==> src/rtl/iot_pkg.sv <==
// iot_pkg: shared types and constants for the IoT device event arbiter
package iot_pkg;
    localparam int N_DEV_DEFAULT = 8;
    typedef logic [$clog2(N_DEV_DEFAULT)-1:0] dev_id_t;
    localparam logic EV_ON  = 1'b1;
    localparam logic EV_OFF = 1'b0;
endpackage

==> src/rtl/rr_arbiter.sv <==
// rr_arbiter: combinational round-robin grant starting the search at ptr and wrapping
module rr_arbiter
    import iot_pkg::*;
#(
    parameter int N = N_DEV_DEFAULT,
    localparam int W = $clog2(N)
) (
    input  logic [N-1:0] req,
    input  logic [W-1:0] ptr,
    output logic         gnt_valid,
    output logic [W-1:0] gnt_idx
);
    function automatic logic [W-1:0] wrap(input logic [W-1:0] p, input int k);
        int s;
        s = int'(p) + k;
        return W'(s >= N ? s - N : s);
    endfunction

    // Scanning from the farthest offset down lets the nearest request overwrite earlier hits.
    always_comb begin
        gnt_valid = 1'b0;
        gnt_idx = '0;
        for (int k = N - 1; k >= 0; k--) begin
            if (req[wrap(ptr, k)]) begin
                gnt_valid = 1'b1;
                gnt_idx = wrap(ptr, k);
            end
        end
    end
endmodule

==> src/rtl/iot_event_arbiter.sv <==
// iot_event_arbiter: detects per-device on/off edges and issues one round-robin event per cycle
module iot_event_arbiter
    import iot_pkg::*;
#(
    parameter int N_DEV = N_DEV_DEFAULT,
    localparam int ID_W = $clog2(N_DEV)
) (
    input  logic             clk,
    input  logic             rst,
    input  logic [N_DEV-1:0] dev_status,
    output logic             change,
    output logic             on_off,
    output logic [ID_W-1:0]  dev_id,
    output logic             busy
);
    logic [N_DEV-1:0] status_q, pending, pend_dir, dev_edge, gnt_oh, pending_next, load_dir;
    logic [ID_W-1:0] rr_ptr, gnt_idx;
    logic gnt_valid;

    rr_arbiter #(.N(N_DEV)) u_arb (
        .req(pending),
        .ptr(rr_ptr),
        .gnt_valid(gnt_valid),
        .gnt_idx(gnt_idx)
    );

    // A fresh edge on a still-queued device cancels it; otherwise it (re)arms the slot.
    always_comb begin
        dev_edge = dev_status ^ status_q;
        gnt_oh = gnt_valid ? (N_DEV'(1) << gnt_idx) : '0;
        pending_next = (pending & ~gnt_oh) ^ dev_edge;
        load_dir = dev_edge & pending_next;
    end

    always_ff @(posedge clk) begin
        if (rst) begin
            status_q <= '0;
            pending <= '0;
            pend_dir <= '0;
            rr_ptr <= '0;
            change <= 1'b0;
            on_off <= EV_OFF;
            dev_id <= '0;
            busy <= 1'b0;
        end else begin
            status_q <= dev_status;
            pending <= pending_next;
            pend_dir <= (load_dir & dev_status) | (~load_dir & pend_dir);
            change <= gnt_valid;
            on_off <= gnt_valid ? pend_dir[gnt_idx] : EV_OFF;
            dev_id <= gnt_valid ? gnt_idx : '0;
            if (gnt_valid)
                rr_ptr <= (gnt_idx == ID_W'(N_DEV - 1)) ? '0 : gnt_idx + 1'b1;
            busy <= |pending_next;
        end
    end
endmodule

==> config.mk <==
export PLATFORM = sky130hd
export DESIGN_NAME = iot_event_arbiter
export DESIGN_NICKNAME = d
export VERILOG_FILES = /design/src/rtl/iot_pkg.sv /design/src/rtl/rr_arbiter.sv /design/src/rtl/iot_event_arbiter.sv
export SDC_FILE = /design/constraint.sdc
export NUM_CORES = 1
export LEC_CHECK = 0
export BUFFER_PORTS_ARGS = -buffer_cell sky130_fd_sc_hd__buf_2
export CAP_MARGIN = 40
export CORE_ASPECT_RATIO = 1.2
export CORE_MARGIN = 2
export CORE_UTILIZATION = 50
export DETAILED_ROUTE_END_ITERATION = 10
export PLACE_DENSITY = 0.71
export RECOVER_POWER = 100
export SLEW_MARGIN = 20
export SYNTH_ARGS = -nofsm -noshare
export SYNTH_HDL_FRONTEND = slang
export SYNTH_SLANG_ARGS = --single-unit
==> constraint.sdc <==
create_clock -name clk -period 4 [get_ports clk]
set_input_delay 0 -clock clk [delete_from_list [all_inputs] [get_ports clk]]
set_output_delay 0 -clock clk [all_outputs]
set_load 0.005 [all_outputs]
==> results.md <==
- Reg clk slew, reported paths: around 0.06 ns
- Routed len/inst: 16.2 µm
- Worst path depth: 18
- Port Buf Inserts: 15
- Clock Tree Root: clkbuf_8
- Top delay family on crit path: compound AO/OA/AOI/OAI gates
- Min cycle time layout: approximately 3.8 ns
- Critical Path Sink: busy
- Reg2reg path depth: 18
- Most used DFF post-synth: dfxtp_1
- Crit share post-route: 94.2%
- Worst Path Arrival: between 3 and 4 ns
- Layout area overhead: 17.3%
- Share of Yosys cell area claimed by the top area cell type: 28.7%
- Status: finished, final reports clean
- Cells along the critical path: inv_1 -> ha_4 -> buf_4 -> mux2_2 -> nor2_1 -> a221oi_2 -> buf_4 -> o41a_1 -> a211oi_2 -> a211o_1 -> ha_1 -> ha_1 -> inv_1 -> o21ai_1 -> ha_1 -> nand4_1 -> nor2_1 -> nor2_1
- CP startpoint: rr_ptr[1]
- Total track usage: approximately 22%
- Final-report setup violation count: 0
- Die height: about 78 µm
- Slowest-stage cell, CP: o41a_1
- Detailed-route via count: 1906
- Hold Crit Class: primary input to flop
- Setup TNS: 0 ns
- Fillers: 419
- Hold Slack: about 0.18 ns
- Die Area: 5170 µm²
- Post-synth cell types: 52
- DP HPWL: ~3.8 mm
- Synthesized area: around 2300 µm²
- Max Fclk: between 200 and 300 MHz
- Max_cap viols: 0
- Vias in the first global route: about 1800
- Core ar.: between 4000 and 5000 µm²
- Critical path class: flop to flop
- CTS tree: done
- Pre-antenna DRT Iters: 4
- Pin count of the biggest net entering global routing: 33
- Layout cell share with drive strength beyond 1: around 23%
- Rows: 27
- WP buf/inv: 4
- Post-synthesis sequential area ratio: between 20% and 30%
- Routed WL: 5.30 mm
- Cells after synthesis: approximately 240
- Post-synth ARST share: 0%
- Worst-margin pin slew: approximately 0.56 ns
- Worst R2R Setup Slack: about 0.23 ns
- Critical path startpoint category: flop
- Die X: 66.0 µm
- Antenna Violating Nets Remaining: 0
- CP Capture Type: flop
- Drt via density: approximately 5.8
- CTS Sinks: 33
- Synth area leader: dfxtp_1
- Synth area leaders: dfxtp_1 (29%), mux4_2 (13%), ha_1 (8.1%), mux2i_1 (6.5%), nor2_1 (5.2%)
- Crit path max fanout: 6
- Final hold violation count: 0
- Worst R2R End: busy
- Slew headroom: roughly 63%
- # DRC: 0
- Mapped Nets: around 260
- Max Clock Skew: 0.00503 ns
- Clk_lat worst skew: around 0.29 ns
- Ant diodes: 0
- Routability Congestion: 0.864
- CTS Buf Count: 5
- Htree depth: 2
- Slowest cell delay on critical path: ~0.42 ns
- Longest Clk Path Bufs: 2
- Mean area per synthesized cell: 9.68 µm²
- Final Max Slew Viols: 0
- Post-synth EDFFs: 0
- First-pass GRT wire length: roughly 9 mm
- Ports: 16
- Post-DP Area: about 2400 µm²
- Flops & latches, synth: 33
- Initial antenna violation count: 0
- FF-to-FF Start: rr_ptr[1]
- Fin nets: a little under 300
- Critical Path RT: roughly 4.2 ns
- Fin area: around 2700 µm²
- GRT Residual Overflow: 0
- Starting Density: 50.9%
- Iter 0 DRT Violations: 64
- Final core utilization: 59.7%
- Number of warnings issued by yosys: 0
[worst min path at each step]
stage	start	end	slack [ns]	depth (start not counted)
final	rst	pending[4]	0.18	2
after global routing	rst	pending[0]	0.20	2
after CTS	rst	pending[0]	0.17	2
after detailed placement	dev_status[4]	status_q[4]	0.26	2
after global placement	dev_status[5]	status_q[5]	0.25	2
after floorplan	rst	change	0.08	1
[synthesized netlist by cell type (all sizes together), types with 2 or more instances]
master	count
xor2	11
buf	7
nor2b	9
nand2b	4
mux4	13
nand2	11
nor2	34
nand3	2
nor3	5
and2	5
mux2i	15
inv	11
a211oi	3
dfxtp	33
nand4	2
o21bai	2
mux2	6
clkbuf	5
o211ai	2
a211o	2
a21oi	4
ha	15
o21ai	15
a221oi	3
[cell families after synthesis]
logic type               share of synthesized area [%]
XOR/XNOR                                          5.00
buffers and inverters                             4.40
adder cells (fa/ha/maj)                           8.15
flip-flops                                        28.7
AND/OR/NAND/NOR                                   15.9
multiplexers                                      22.2
AO/OA/AOI/OAI                                     15.8
[per-layer routing]
layer | wire length, µm | GRT usage [%] | vias to the layer above
met4 | 124 | 9.39 | 0
met1 | 2030 | 25.0 | 920
li1 | - | - | 934
met2 | 2920 | 40.4 | 43
met5 | 0 | 0 | -
met3 | 221 | 4.44 | 9
[per-stage QoR]
step / setup slack [ns] / std cells
after floorplan: 0.0384 / 238
after global placement: 0.0532 / 304
after detailed placement: 0.0662 / 304
after CTS: 0.0454 / 320
after global routing: -0.0142 / 328
final: 0.230 / 328
[cell usage in the layout (no fill, tap or decap), types with 5 or more instances in the layout]
cell            n
nor2_1         32
dfxtp_1        32
mux2i_1        14
mux4_2         13
ha_1           13
buf_4          13
o21ai_0        12
nand2_1        11
xor2_1         10
inv_1          10
nor2b_1         9
clkbuf_1        9
dlygate4sd3_1   8
clkbuf_8        7
mux2_2          6
buf_2           6
and2_1          5
[worst reg2reg max path, stage by stage (launching register included)]
cell and delay [ns]:
dfxtp_2 0.36, inv_1 0.11, ha_4 0.34, buf_4 0.15, mux2_2 0.35, nor2_1 0.13, a221oi_2 0.11, buf_4 0.17
o41a_1 0.42, a211oi_2 0.20, a211o_1 0.21, ha_1 0.22, ha_1 0.15, inv_1 0.05, o21ai_1 0.17, ha_1 0.20
nand4_1 0.13, nor2_1 0.10, nor2_1 0.04
[final cells by class]
type	count	area (µm²)	area share [%]
Clock inverter	1	5.00	0.185
Multi-Input combinational cell	182	1580	58.6
Tap cell	58	72.6	2.69
Clock buffer	7	96.3	3.56
Inverter	11	41.3	1.53
Timing Repair Buffer	36	241	8.94
Sequential cell	33	662	24.5
[what timing repair did]
item                                   4_1_cts  5_1_grt
setup endpoints to repair                    0        7
endpoints found under the hold margin       14        0
resized for setup                            0       12
hold buffers                                 8        0
setup buffers                                0        8
Power is left out: the tool's default activity adds up to more than one toggle a clock period on the data nets, which glitch-free logic cannot reach.
